$ cat config.mk
export PLATFORM = sky130hd
export DESIGN_NAME = round_pace_scheduler
export DESIGN_NICKNAME = d
export VERILOG_FILES = /design/src/rtl/round_pace_scheduler.sv
export SDC_FILE = /design/constraint.sdc
export NUM_CORES = 1
export LEC_CHECK = 0
export CAP_MARGIN = 0
export CORE_MARGIN = 2
export CORE_UTILIZATION = 45
export DETAILED_ROUTE_END_ITERATION = 6
export GPL_TIMING_DRIVEN = 0
export PLACE_DENSITY = 0.65
export SLEW_MARGIN = 0
export SYNTH_ARGS = -nofsm -noshare
export SYNTH_HDL_FRONTEND = slang
export SYNTH_SLANG_ARGS = --single-unit
$ cat constraint.sdc
create_clock -name clk -period 2.9 [get_ports clk]
set_input_delay 0.58 -clock clk [delete_from_list [all_inputs] [get_ports clk]]
set_output_delay 0.58 -clock clk [all_outputs]
set_load 0.01 [all_outputs]
$ cat src/rtl/round_pace_scheduler.sv
`timescale 1ns/1ps
// Round sequencer for the light-memory game: owns level/difficulty, emits the pacing tick,
// launches rounds and decides pass/fail progression, game over and win.
// Ports: clk, reset (async active-low), start/start_difficulty from the debounced inputs,
// round_done/round_pass from the core; tick/round_start strobes, level/difficulty for
// the display, busy/game_over/game_won status flags.
module round_pace_scheduler #(
  parameter int PERIOD0         = 17500000,
  parameter int PERIOD1         = 15000000,
  parameter int PERIOD2         = 12500000,
  parameter int PERIOD3         = 10000000,
  parameter int CNT_W           = 25,
  parameter int LEVELS_PER_STEP = 2,
  parameter int MAX_LEVEL       = 99
) (
  input  logic       clk,
  input  logic       reset,
  input  logic       start,
  input  logic [1:0] start_difficulty,
  input  logic       round_done,
  input  logic       round_pass,
  output logic       tick,
  output logic       round_start,
  output logic [7:0] level,
  output logic [1:0] difficulty,
  output logic       busy,
  output logic       game_over,
  output logic       game_won
);

  typedef enum logic [2:0] {
    S_IDLE,
    S_ARM,
    S_RUN,
    S_RESULT,
    S_OVER,
    S_WON
  } state_t;

  localparam logic [CNT_W-1:0] RL0 = CNT_W'(PERIOD0 - 1);
  localparam logic [CNT_W-1:0] RL1 = CNT_W'(PERIOD1 - 1);
  localparam logic [CNT_W-1:0] RL2 = CNT_W'(PERIOD2 - 1);
  localparam logic [CNT_W-1:0] RL3 = CNT_W'(PERIOD3 - 1);
  localparam logic [7:0] PSTEP_LAST = 8'(LEVELS_PER_STEP - 1);
  localparam logic [7:0] LVL_MAX    = 8'(MAX_LEVEL);

  state_t           state_q, state_d;
  logic [CNT_W-1:0] cnt_q, cnt_d;
  logic [7:0]       pcnt_q, pcnt_d;
  logic [7:0]       level_q, level_d;
  logic [1:0]       diff_q, diff_d;
  logic             pass_q, pass_d;
  logic [CNT_W-1:0] reload;

  // difficulty only changes outside RUN, so the period is stable for a round
  always_comb begin
    reload = RL0;
    unique case (diff_q)
      2'd0: reload = RL0;
      2'd1: reload = RL1;
      2'd2: reload = RL2;
      2'd3: reload = RL3;
      default: reload = RL0;
    endcase
  end

  always_ff @(posedge clk or negedge reset) begin
    if (!reset) begin
      state_q <= S_IDLE;
      cnt_q   <= '0;
      pcnt_q  <= '0;
      level_q <= 8'd1;
      diff_q  <= 2'd0;
      pass_q  <= 1'b0;
    end else begin
      state_q <= state_d;
      cnt_q   <= cnt_d;
      pcnt_q  <= pcnt_d;
      level_q <= level_d;
      diff_q  <= diff_d;
      pass_q  <= pass_d;
    end
  end

  always_comb begin
    state_d = state_q;
    cnt_d   = cnt_q;
    pcnt_d  = pcnt_q;
    level_d = level_q;
    diff_d  = diff_q;
    pass_d  = pass_q;
    unique case (state_q)
      S_IDLE, S_OVER, S_WON: begin
        if (start) begin
          diff_d  = start_difficulty;
          level_d = 8'd1;
          pcnt_d  = '0;
          state_d = S_ARM;
        end
      end
      S_ARM: begin
        cnt_d   = reload;
        state_d = S_RUN;
      end
      S_RUN: begin
        if (cnt_q == '0) begin
          cnt_d = reload;
        end else begin
          cnt_d = cnt_q - CNT_W'(1);
        end
        if (round_done) begin
          pass_d  = round_pass;
          state_d = S_RESULT;
        end
      end
      S_RESULT: begin
        if (!pass_q) begin
          state_d = S_OVER;
        end else if (level_q == LVL_MAX) begin
          state_d = S_WON;
        end else begin
          level_d = level_q + 8'd1;
          if (pcnt_q == PSTEP_LAST) begin
            pcnt_d = '0;
            diff_d = (diff_q == 2'd3) ? 2'd3 : diff_q + 2'd1;
          end else begin
            pcnt_d = pcnt_q + 8'd1;
          end
          state_d = S_ARM;
        end
      end
      default: state_d = S_IDLE;
    endcase
  end

  assign tick        = (state_q == S_RUN) && (cnt_q == '0);
  assign round_start = (state_q == S_ARM);
  assign busy        = (state_q == S_ARM) || (state_q == S_RUN)
                    || (state_q == S_RESULT);
  assign game_over   = (state_q == S_OVER);
  assign game_won    = (state_q == S_WON);
  assign level       = level_q;
  assign difficulty  = diff_q;

endmodule

==> impl_results.md <==
* Syn nets at 339
* Synth area leader: dfrtp_1
* Synth unique cells at 70
* Outcome: finished clean
* HP Class: input pin to async pin
* Clk slew on worst S/H paths at around 0.09 ns
* DIE WIDTH at around 85 µm
* Final Setup Violations at 0
* Post-route ant nets at 0
* Initial antenna violation count at 0
* Congestion Overflow GR at 0
* Synth area leaders: dfrtp_1, nor2_1, o21ai_0, ha_1, nand2_1
* CP Data Arrival Time at roughly 2.2 ns
* Cell count after synthesis at approximately 320
* Pwr dens at approximately 1000 nW/µm²
* Final Max Tran Viols at 0
* Cell Chain, Critical Path: inv_1 > ha_2 > nor4b_4 > nand4_2 > buf_6 > nor3_1 > dlygate4sd2_1
* Row count at 29
* Top delay family on crit path: simple AND/OR/NAND/NOR gates
* First-pass detailed-route iteration total at 5
* Crit path required time at ~2.3 ns
* Maximum VDD drop at roughly 0.00049 V
* Pint at 2000 µW
* CP startpoint kind: flop
* NetSw at ~1500 µW
* Share of cells above drive strength 1 at a little over an eighth
* Clk_lat worst skew at 0.30 ns
* Syn avg cell area at between 9 and 10 µm²
* Synth Warn # at 0
* Crit-path max FO at 10
* Rel. slew slack at about half
* Area of placed instances at roughly 3200 µm²
* Starting Density at 46.3%
* Leakage power at 0.00143 µW
* Hold Fails Final Rpt at 0
* Least-Margin Pin Slew at 0.740 ns
* Pre-CTS WS at 0.0154 ns
* Clock network power share at between 10% and 20%
* # diodes at 0
* TritonCTS clock tree: done
* Wire length per cell after detailed routing at 16.6 µm
* IO buf count at 21
* Number of global-route vias before repair at ~2500
* Post-route setup slack at about 0.15 ns
* Sw frac at ~43%
* GRT Total Usage at around a fifth
* Die Height at 84.6 µm
* Final GP Congestion at around 0.92
* Max Buffers Root-to-Sink at 2
* Drt via density at ~6.0
* Combinational Power Share at 50.6%
* Period minus WS final at around 2.8 ns
* FF+latch count, synth at 47
* Largest stage delay, worst path at between 0.4 and 0.5 ns
* Initial drt markers at about 210
* Tcrit/Tclk final at between 90 and 100%
* Ys flop type: dfrtp_1
* Post-Route WL at about 7.1 mm
* Synth async-reset ratio at 100%
* Seq/Total Area, Yosys at approximately 40%
* RSZ-0062 raised after global routing: false
* CTS Buf Count at 5
* Mapped Area at slightly below 3000 µm²
* Synth top area share at about two fifths
* Root buffer cell: clkbuf_8
* Largest net degree at the start of global routing at 28
* Seq pwr share at about a third
* Worst path slowest cell: dfrtp_1
* Max-Cap Viols at 0
* Critical path capture point type: primary output
* Vias at ~2600
* Die area at 7160 µm²
* Fmax at approximately 0.36 GHz
* Setup TNS Final at 0 ns
* Post-synth EDFFs at 0
* H-tree levels at 2
* Fin Clk Skew at roughly 0.007 ns
* Clock Sinks at 47
* Post-route design area at roughly 3400 µm²
* Crit path buf inv count at 3
* Detail Placement HPWL at around 5.2 mm
* IO Pins at 22
* Area Overhead vs Synth at 17.1%
* First-pass GRT wire length at 12.3 mm
* Nets at 370
* Setup CP Type: flop to primary output
* DR DRC count at 0
* Core Area at around 6300 µm²
metal layers:
metal | part of all wire [%] | track usage [%] | up-vias
met2 | 45 | 33.1 | 72
met3 | 5.4 | 3.54 | 7
li1 | - | - | 1255
met4 | 1.0 | 5.34 | 0
met5 | 0 | 0 | -
met1 | 49 | 30.6 | 1260
cell families (layout without fill, tap and decap cells):
family / count (synthesis) / after routing / synth area share [%]
XOR/XNOR: 6 / 6 / 1.80
adder cells (fa/ha/maj): 10 / 10 / 4.28
AND/OR/NAND/NOR: 147 / 147 / 27.4
AO/OA/AOI/OAI: 81 / 81 / 19.4
buffers and inverters: 25 / 57 / 4.58
flip-flops: 47 / 47 / 40.2
multiplexers: 6 / 6 / 2.35
state kept, by name (all words and copies together) (netlist names):
name,cells
cnt_q,25
difficulty,2
level,8
pass_q,1
pcnt_q,8
state_q,3
stage by stage:
stage | total power [µW] | std cells | hold slack, ns | util, %
2_1_floorplan | 2360 | 322 | 0.284 | -
3_3_place_gp | 2870 | 420 | 0.497 | 51.2
3_5_place_dp | 2910 | 421 | 0.504 | 51.4
4_1_cts | 3530 | 430 | 0.252 | 54.1
5_1_grt | 3790 | 431 | 0.275 | 54.3
6_report | 3530 | 431 | 0.238 | 54.3
power groups by stage:
stage	combinational, µW	sequential [µW]	clock (µW)
after CTS	1780	1160	587
final	1780	1170	576
after global routing	1970	1210	608
after global placement	1710	1160	0
after floorplan	1240	1120	0
after detailed placement	1740	1170	0
final timing paths:
kind,to,cells after the start,slack (ns),start
max,tick,7,0.15,cnt_q[1]$_DFFE_PN0P_
min,pcnt_q[4]$_DFFE_PN0P_,1,0.24,reset
max reg2reg,cnt_q[15]$_DFFE_PN0P_,9,0.47,cnt_q[1]$_DFFE_PN0P_
min reg2reg,cnt_q[22]$_DFFE_PN0P_,2,0.52,cnt_q[22]$_DFFE_PN0P_
max in group asynchronous,level[0]$_DFFE_PN1P_,2,2.06,reset
min in group clk,cnt_q[22]$_DFFE_PN0P_,2,0.52,cnt_q[22]$_DFFE_PN0P_
final cells by class:
type | count | area, µm²
fill | 607 | 2890
multi-input combinational | 250 | 1630
sequential | 47 | 1180
timing repair buffer | 24 | 241
buffer | 14 | 105
tap | 77 | 96.3
clock buffer | 6 | 72.6
clock inverter | 2 | 60.1
inverter | 11 | 41.3
worst register-to-register path, delay by kind of cell, from the launching register on:
kind / cells / cell delay (ns)
fa+ha+maj: 1 / 0.21
compound gates: 3 / 0.73
buf+inv: 3 / 0.49
flops: 1 / 0.42
simple gates: 2 / 0.47
synthesized netlist by cell type (all sizes together), types with 7 or more instances:
library cell  number
nand2             23
buf               10
nor4              12
ha                10
and3               7
nor3              17
a21oi              7
inv               10
dfrtp             46
nand3              9
o21ai             30
nor2              42
repair_timing:
item,CTS,global route
hold buffers,0,0
gates resized for setup,7,3
buffers inserted,1,1
pin swaps,0,1
endpoints found under the setup margin,2,2
cells in the final DEF, fill, tap and decap left out, types with 5 or more instances in the layout:
cell	synthesis	routed
nand2_1	23	23
buf_2	5	5
dfrtp_1	46	46
clkbuf_8	0	6
clkdlybuf4s50_1	0	18
nor3_1	16	16
ha_1	10	9
nand3_1	9	9
nor2_1	41	41
a21oi_1	7	7
or3_1	6	6
and3_1	7	7
inv_1	10	9
o21ai_0	28	28
or2_2	5	5
nand4_1	5	5
nor4_1	10	10
(Power assumes the default switching activity.)
